**src/rtl/steer_dir_ctrl.sv**
```systemverilog
// Steering direction controller: turns a 5-element line-tracking sensor
// array into a 3-bit servo direction code (0..6, CENTER = straight ahead).
// The raw sensors are synchronised and debounced, and the debounced pattern
// is mapped to a target code. A small FSM handles enable, line loss and
// recovery. The output code slews one step per STEP_CYC cycles toward the
// target so the servo never jumps across its range.
module steer_dir_ctrl #(
    parameter int unsigned DEB_CYC  = 10000,
    parameter int unsigned STEP_CYC = 500000,
    parameter int unsigned LOST_CYC = 5000000,
    parameter logic [2:0]  CENTER   = 3'd3
) (
    input  logic       clk_10m,
    input  logic       rst,
    input  logic       en,
    input  logic [4:0] sens,
    output logic [2:0] dir,
    output logic       step_pulse,
    output logic       lost
);

    localparam int DW = (DEB_CYC  > 1) ? $clog2(DEB_CYC)  : 1;
    localparam int SW = (STEP_CYC > 1) ? $clog2(STEP_CYC) : 1;
    localparam int LW = (LOST_CYC > 1) ? $clog2(LOST_CYC) : 1;

    localparam logic [DW-1:0] DEB_LAST  = DW'(DEB_CYC - 1);
    localparam logic [SW-1:0] STEP_LAST = SW'(STEP_CYC - 1);
    localparam logic [LW-1:0] LOST_LAST = LW'(LOST_CYC - 1);

    typedef enum logic [1:0] {
        IDLE  = 2'd0,
        TRACK = 2'd1,
        HOLD  = 2'd2,
        LOST  = 2'd3
    } state_t;

    logic [4:0]    sync1_q;
    logic [4:0]    sync2_q;
    logic [4:0]    deb_q;
    logic [DW-1:0] deb_cnt_q [5];

    state_t        state_q;
    logic [2:0]    tgt_q;
    logic          lost_q;
    logic [LW-1:0] lost_cnt_q;

    logic [2:0]    dir_q;
    logic          step_q;
    logic [SW-1:0] step_cnt_q;

    logic          map_valid_d;
    logic [2:0]    map_code_d;

    // Two-flop synchroniser for the asynchronous sensor inputs.
    always_ff @(posedge clk_10m) begin
        if (rst) begin
            sync1_q <= '0;
            sync2_q <= '0;
        end else begin
            sync1_q <= sens;
            sync2_q <= sync1_q;
        end
    end

    // Per-bit debounce: a new level is accepted only after DEB_CYC
    // consecutive cycles of disagreement with the current debounced level.
    always_ff @(posedge clk_10m) begin
        if (rst) begin
            deb_q <= '0;
            for (int i = 0; i < 5; i++) begin
                deb_cnt_q[i] <= '0;
            end
        end else begin
            for (int i = 0; i < 5; i++) begin
                if (sync2_q[i] == deb_q[i]) begin
                    deb_cnt_q[i] <= '0;
                end else if (deb_cnt_q[i] == DEB_LAST) begin
                    deb_q[i]     <= sync2_q[i];
                    deb_cnt_q[i] <= '0;
                end else begin
                    deb_cnt_q[i] <= deb_cnt_q[i] + 1'b1;
                end
            end
        end
    end

    // Debounced pattern to target code; bit0 of the array steers toward 0.
    always_comb begin
        map_valid_d = 1'b1;
        map_code_d  = CENTER;
        case (deb_q)
            5'b00001, 5'b00011: map_code_d = 3'd0;
            5'b00111, 5'b00010: map_code_d = 3'd1;
            5'b00110:           map_code_d = 3'd2;
            5'b00100, 5'b01110: map_code_d = 3'd3;
            5'b01100:           map_code_d = 3'd4;
            5'b01000, 5'b11100: map_code_d = 3'd5;
            5'b11000, 5'b10000: map_code_d = 3'd6;
            default:            map_valid_d = 1'b0;
        endcase
    end

    // Tracking FSM: owns the slew target and the line-lost flag. A valid
    // pattern always wins over an expiring HOLD timer.
    always_ff @(posedge clk_10m) begin
        if (rst) begin
            state_q    <= IDLE;
            tgt_q      <= CENTER;
            lost_q     <= 1'b0;
            lost_cnt_q <= '0;
        end else if (!en) begin
            state_q    <= IDLE;
            tgt_q      <= CENTER;
            lost_q     <= 1'b0;
            lost_cnt_q <= '0;
        end else begin
            case (state_q)
                IDLE: begin
                    state_q <= TRACK;
                    tgt_q   <= CENTER;
                    lost_q  <= 1'b0;
                end
                TRACK: begin
                    if (map_valid_d) begin
                        tgt_q <= map_code_d;
                    end else begin
                        state_q    <= HOLD;
                        lost_cnt_q <= '0;
                    end
                end
                HOLD: begin
                    if (map_valid_d) begin
                        state_q <= TRACK;
                        tgt_q   <= map_code_d;
                    end else if (lost_cnt_q == LOST_LAST) begin
                        state_q <= LOST;
                        tgt_q   <= CENTER;
                        lost_q  <= 1'b1;
                    end else begin
                        lost_cnt_q <= lost_cnt_q + 1'b1;
                    end
                end
                LOST: begin
                    if (map_valid_d) begin
                        state_q <= TRACK;
                        tgt_q   <= map_code_d;
                        lost_q  <= 1'b0;
                    end
                end
                default: state_q <= IDLE;
            endcase
        end
    end

    // Slew engine: one step toward the target every STEP_CYC cycles. The
    // timer keeps running across target changes and only clears on arrival.
    always_ff @(posedge clk_10m) begin
        if (rst) begin
            dir_q      <= CENTER;
            step_q     <= 1'b0;
            step_cnt_q <= '0;
        end else if (dir_q == tgt_q) begin
            step_q     <= 1'b0;
            step_cnt_q <= '0;
        end else if (step_cnt_q == STEP_LAST) begin
            step_q     <= 1'b1;
            step_cnt_q <= '0;
            if (tgt_q > dir_q) begin
                dir_q <= dir_q + 3'd1;
            end else begin
                dir_q <= dir_q - 3'd1;
            end
        end else begin
            step_q     <= 1'b0;
            step_cnt_q <= step_cnt_q + 1'b1;
        end
    end

    assign dir        = dir_q;
    assign step_pulse = step_q;
    assign lost       = lost_q;

endmodule
```
**config.mk**
```make
export PLATFORM = sky130hd
export DESIGN_NAME = steer_dir_ctrl
export DESIGN_NICKNAME = d
export VERILOG_FILES = /design/src/rtl/steer_dir_ctrl.sv
export SDC_FILE = /design/constraint.sdc
export NUM_CORES = 1
export LEC_CHECK = 0
export CORE_MARGIN = 5
export CORE_UTILIZATION = 45
export CTS_CLUSTER_SIZE = 16
export DETAILED_ROUTE_END_ITERATION = 10
export HOLD_SLACK_MARGIN = 0.12
export PLACE_DENSITY = 0.72
export SYNTH_ARGS = -nofsm -noshare
export SYNTH_HDL_FRONTEND = slang
export SYNTH_SLANG_ARGS = --single-unit
```
**constraint.sdc**
```tcl
create_clock -name clk_10m -period 2.6 [get_ports clk_10m]
set_input_delay 0.78 -clock clk_10m [delete_from_list [all_inputs] [get_ports clk_10m]]
set_output_delay 0.78 -clock clk_10m [all_outputs]
set_load 0.01 [all_outputs]
```
==> flow_summary.ini <==
[run_status]
status = finished, final reports clean

[cts]
cts_resized = 0
holdBufCountCts = 0
cts_buffers = 17
clock-sinks = 137
clk_latency_ns = 0.42
cts_root_buffer = clkbuf_16
htree_levels = 4
cts_buffer_depth = 2
path_clk_slew_ns = 0.06
cts_tree = built

[power_and_ir_drop]
finalPower_mw = 4.84
p_sw_mw = 1.02
p_sw_share_pct = 21.1
ir_worst_vdd_mv = 0.476
power_frac_seq_pct = 49.2
clkPwrFrac_pct = 47.1
internal_power_mw = 3.82
p_per_area_nw_per_um2 = 590
combPwrFrac_pct = 3.7
power_leakage_nw = 2.88

[synth]
synthesis.area_um2 = 7070
synthCells = 716
syn_area_per_cell_um2 = 9.87
synth-main-ff-cell = edfxtp_1
yosysWarnings = 0
ys_seq_area_share_pct = 48.7
ys_ff_latch = 137
synth_edf_count = 70
synth.distinct_cells = 61
async_reset_ff_share_pct = 0

[global_route]
grt_overflow = 0
grt_first_pass_wirelength_um = 22200
grt_start_max_net_pins = 38
grt_pass1_vias = 5011
grtUsageTotal_pct = 14.8
antenna_found_initial = 0

[setup_path]
timing.rr.start = dir[1]$_SDFFE_PP1P_
cp_max_fo = 2
critical_path_class = flip-flop to flip-flop
reg2reg_slack_ns = 0.07
crit_buf_inv = 1
cpLargestDelayFamily = adder cells
endpoint_kind = flip-flop
crit_chain = inv_1, ha_1, and3_1, o21bai_1, fa_1, or3_1, a211oi_2, mux2_1
crit-reg2reg-capture = dir[2]$_SDFFE_PP0P_
cp.arrival_ns = 2.84
cp_slowest_cell = fa_1
worstSetupStartpointType = flip-flop
crit_required_ns = 2.91
reg2reg_depth = 8
critPathMaxStageDelay_ns = 0.38

[floorplanning]
ios = 13
initial_core_util_pct = 46.1
rows = 45
core_um2 = 15300
die_y_um = 135
die_x_um = 135
die-area_um2 = 18300

[route]
antenna_left = 0
wire_per_inst_um = 12.1
avgViaCountPerCell = 5.01
drtIter0Drc = 253
routed_wl_um = 12400
vias = 5126
drc_errors = 0
first_pass_iters = 5

[timing]
finalSetupViolCount = 0
tightest_slew_ns = 0.862
maxSlewViolCount = 0
fin_setup_tns_ns = 0
clock.fmax_mhz = 395
slew_headroom_pct = 42.3
period_share_pct = 97.3
period_needed_ns = 2.53
rsz0062_at_grt = no
fin_skew_ns = 0.0105
finalHoldViolations = 0

[place]
io_buffers = 12
routabilityCongestion = 0.799
hpwl_um = 8550
dp.cells = 991

[finish]
nFillCells = 1385
fin_nets = 824
fin_cells = 1024
multi_input_area_um2 = 3680
antenna_cells = 0
syn_to_final_growth_pct = 16.2
ff_latch_area_um2 = 3440
drive_gt1_share_pct = 6.77

[hold_path]
min_from = sync1_q[4]$_SDFF_PP0_
min_to = sync2_q[4]$_SDFF_PP0_
hold_path_depth = 1
hold_path_class = flip-flop to flip-flop

[run]
cap_violations = 0
registers in the layout, indices dropped and copies added (netlist names):
signal      count
dir             3
lost            1
sync2_q         5
deb_q           5
step_pulse      1
state_q         2
sync1_q         5
step_cnt_q     19
tgt_q           3
lost_cnt_q     23
deb_cnt_q      70
stage by stage:
step                hold slack (ns)  instance area [um2]  setup WS [ns]  utilization, %
CTS                           0.443                 8200         0.0718            53.5
global route                  0.457                 8210        0.00489            53.6
finish                        0.434                 8210         0.0700            53.6
global placement              0.421                 7640          0.176            49.9
detailed placement            0.433                 7640          0.111            49.9
floorplan                     0.414                 7320         0.0329               -
worst max path at each step:
stage / startpoint / endpoint / slack (ns) / cells after the start
after floorplan: dir[1]$_SDFFE_PP1P_ / dir[2]$_SDFFE_PP0P_ / 0.03 / 8
after global placement: rst / deb_cnt_q[4][12]$_SDFFCE_PN0P_ / 0.18 / 5
after detailed placement: dir[1]$_SDFFE_PP1P_ / dir[2]$_SDFFE_PP0P_ / 0.11 / 8
after CTS: dir[1]$_SDFFE_PP1P_ / dir[2]$_SDFFE_PP0P_ / 0.07 / 8
after global routing: dir[1]$_SDFFE_PP1P_ / dir[2]$_SDFFE_PP0P_ / 0.005 / 8
final: dir[1]$_SDFFE_PP1P_ / dir[2]$_SDFFE_PP0P_ / 0.07 / 8
repair_timing:
item                                   in CTS  in global routing
endpoints found under the hold margin       0                  0
setup endpoints to repair                   0                  1
buffers inserted                            0                  1
logic make-up (layout without fill, tap and decap cells):
kind of cell,count (synthesis),after routing,synth area share (%)
other cells,1,70,0.0531
compound gates,57,57,5.72
simple gates,366,366,27.2
xor+xnor,83,83,10.3
fa+ha+maj,16,16,2.94
mux,15,15,2.16
flops,137,137,48.7
buf+inv,41,69,2.89
Yosys cell counts (2+ instances only):
master	n	area share (%)
and4_1	6	0.74
inv_1	14	0.74
nand2_1	47	2.5
xor2_1	39	4.8
o21ai_0	5	0.35
nor2b_1	14	1.2
buf_4	5	0.53
or4_1	15	1.6
nand4b_1	2	0.25
nor3_1	11	0.78
nand3b_1	3	0.32
xnor2_1	44	5.5
nor3_4	2	0.46
nand2b_1	11	0.97
and3_1	30	2.7
ha_1	15	2.7
dfxtp_1	67	19
or4_4	2	0.32
a21oi_1	19	1.3
o31ai_1	14	1.5
a31oi_1	3	0.27
nand3_1	42	3.0
clkbuf_1	12	0.64
buf_2	7	0.50
o21a_1	2	0.21
nand4_1	23	2.0
edfxtp_1	70	30
nor4_1	11	0.97
buf_6	3	0.48
nand2_2	2	0.18
mux2i_1	13	1.8
nor2_1	123	6.5
or3_1	3	0.27
or4b_1	2	0.28
nor4b_1	8	0.99
a31o_2	2	0.25
power groups by stage:
stage	Sequential, mW	Clock [mW]	Combinational, mW
6_report	2.38	2.28	0.178
4_1_cts	2.38	2.34	0.175
2_1_floorplan	2.41	0	0.137
3_3_place_gp	2.43	0	0.171
5_1_grt	2.39	2.44	0.206
3_5_place_dp	2.43	0	0.173
area by class of cell:
cell class | instances | share of cell area [%]
multi-input combinational | 607 | 44.8
clock inverter | 11 | 1.28
clock buffer | 21 | 5.49
sequential | 137 | 42.0
tap | 211 | 3.22
inverter | 14 | 0.640
timing repair buffer | 23 | 2.62
placed cells by master, fill, tap and decap left out, types with 2 or more instances in the layout:
| cell type | n |
|---|---|
| nor2_1 | 123 |
| edfxtp_1 | 70 |
| conb_1 | 70 |
| dfxtp_1 | 67 |
| nand2_1 | 47 |
| xnor2_1 | 44 |
| nand3_1 | 42 |
| xor2_1 | 39 |
| and3_1 | 30 |
| nand4_1 | 23 |
| a21oi_1 | 19 |
| clkbuf_16 | 17 |
| or4_1 | 15 |
| ha_1 | 15 |
| inv_1 | 14 |
| nor2b_1 | 14 |
| o31ai_1 | 14 |
| mux2i_1 | 13 |
| clkdlybuf4s50_1 | 12 |
| nor4_1 | 11 |
| nand2b_1 | 11 |
| nor3_1 | 11 |
| buf_4 | 10 |
| nor4b_1 | 8 |
| and4_1 | 6 |
| clkinv_2 | 6 |
| o21ai_0 | 5 |
| nand3b_1 | 3 |
| a31oi_1 | 3 |
| or3_1 | 3 |
| clkbuf_1 | 3 |
| o21a_1 | 2 |
| nand2_2 | 2 |
| or4b_1 | 2 |
| or4_4 | 2 |
| nand4b_1 | 2 |
| a31o_2 | 2 |
| nor3_4 | 2 |
| bufinv_16 | 2 |
| clkinv_1 | 2 |
layer usage:
layer  up-vias  wire length (um)  global-route usage (%)
met5         -                 0                       0
met1      2397              6030                    18.6
met3        10               407                    5.16
li1       2655                 -                       -
met4         0                97                    4.87
met2        64              5890                    24.0
Power figures use the tool's default switching activity.
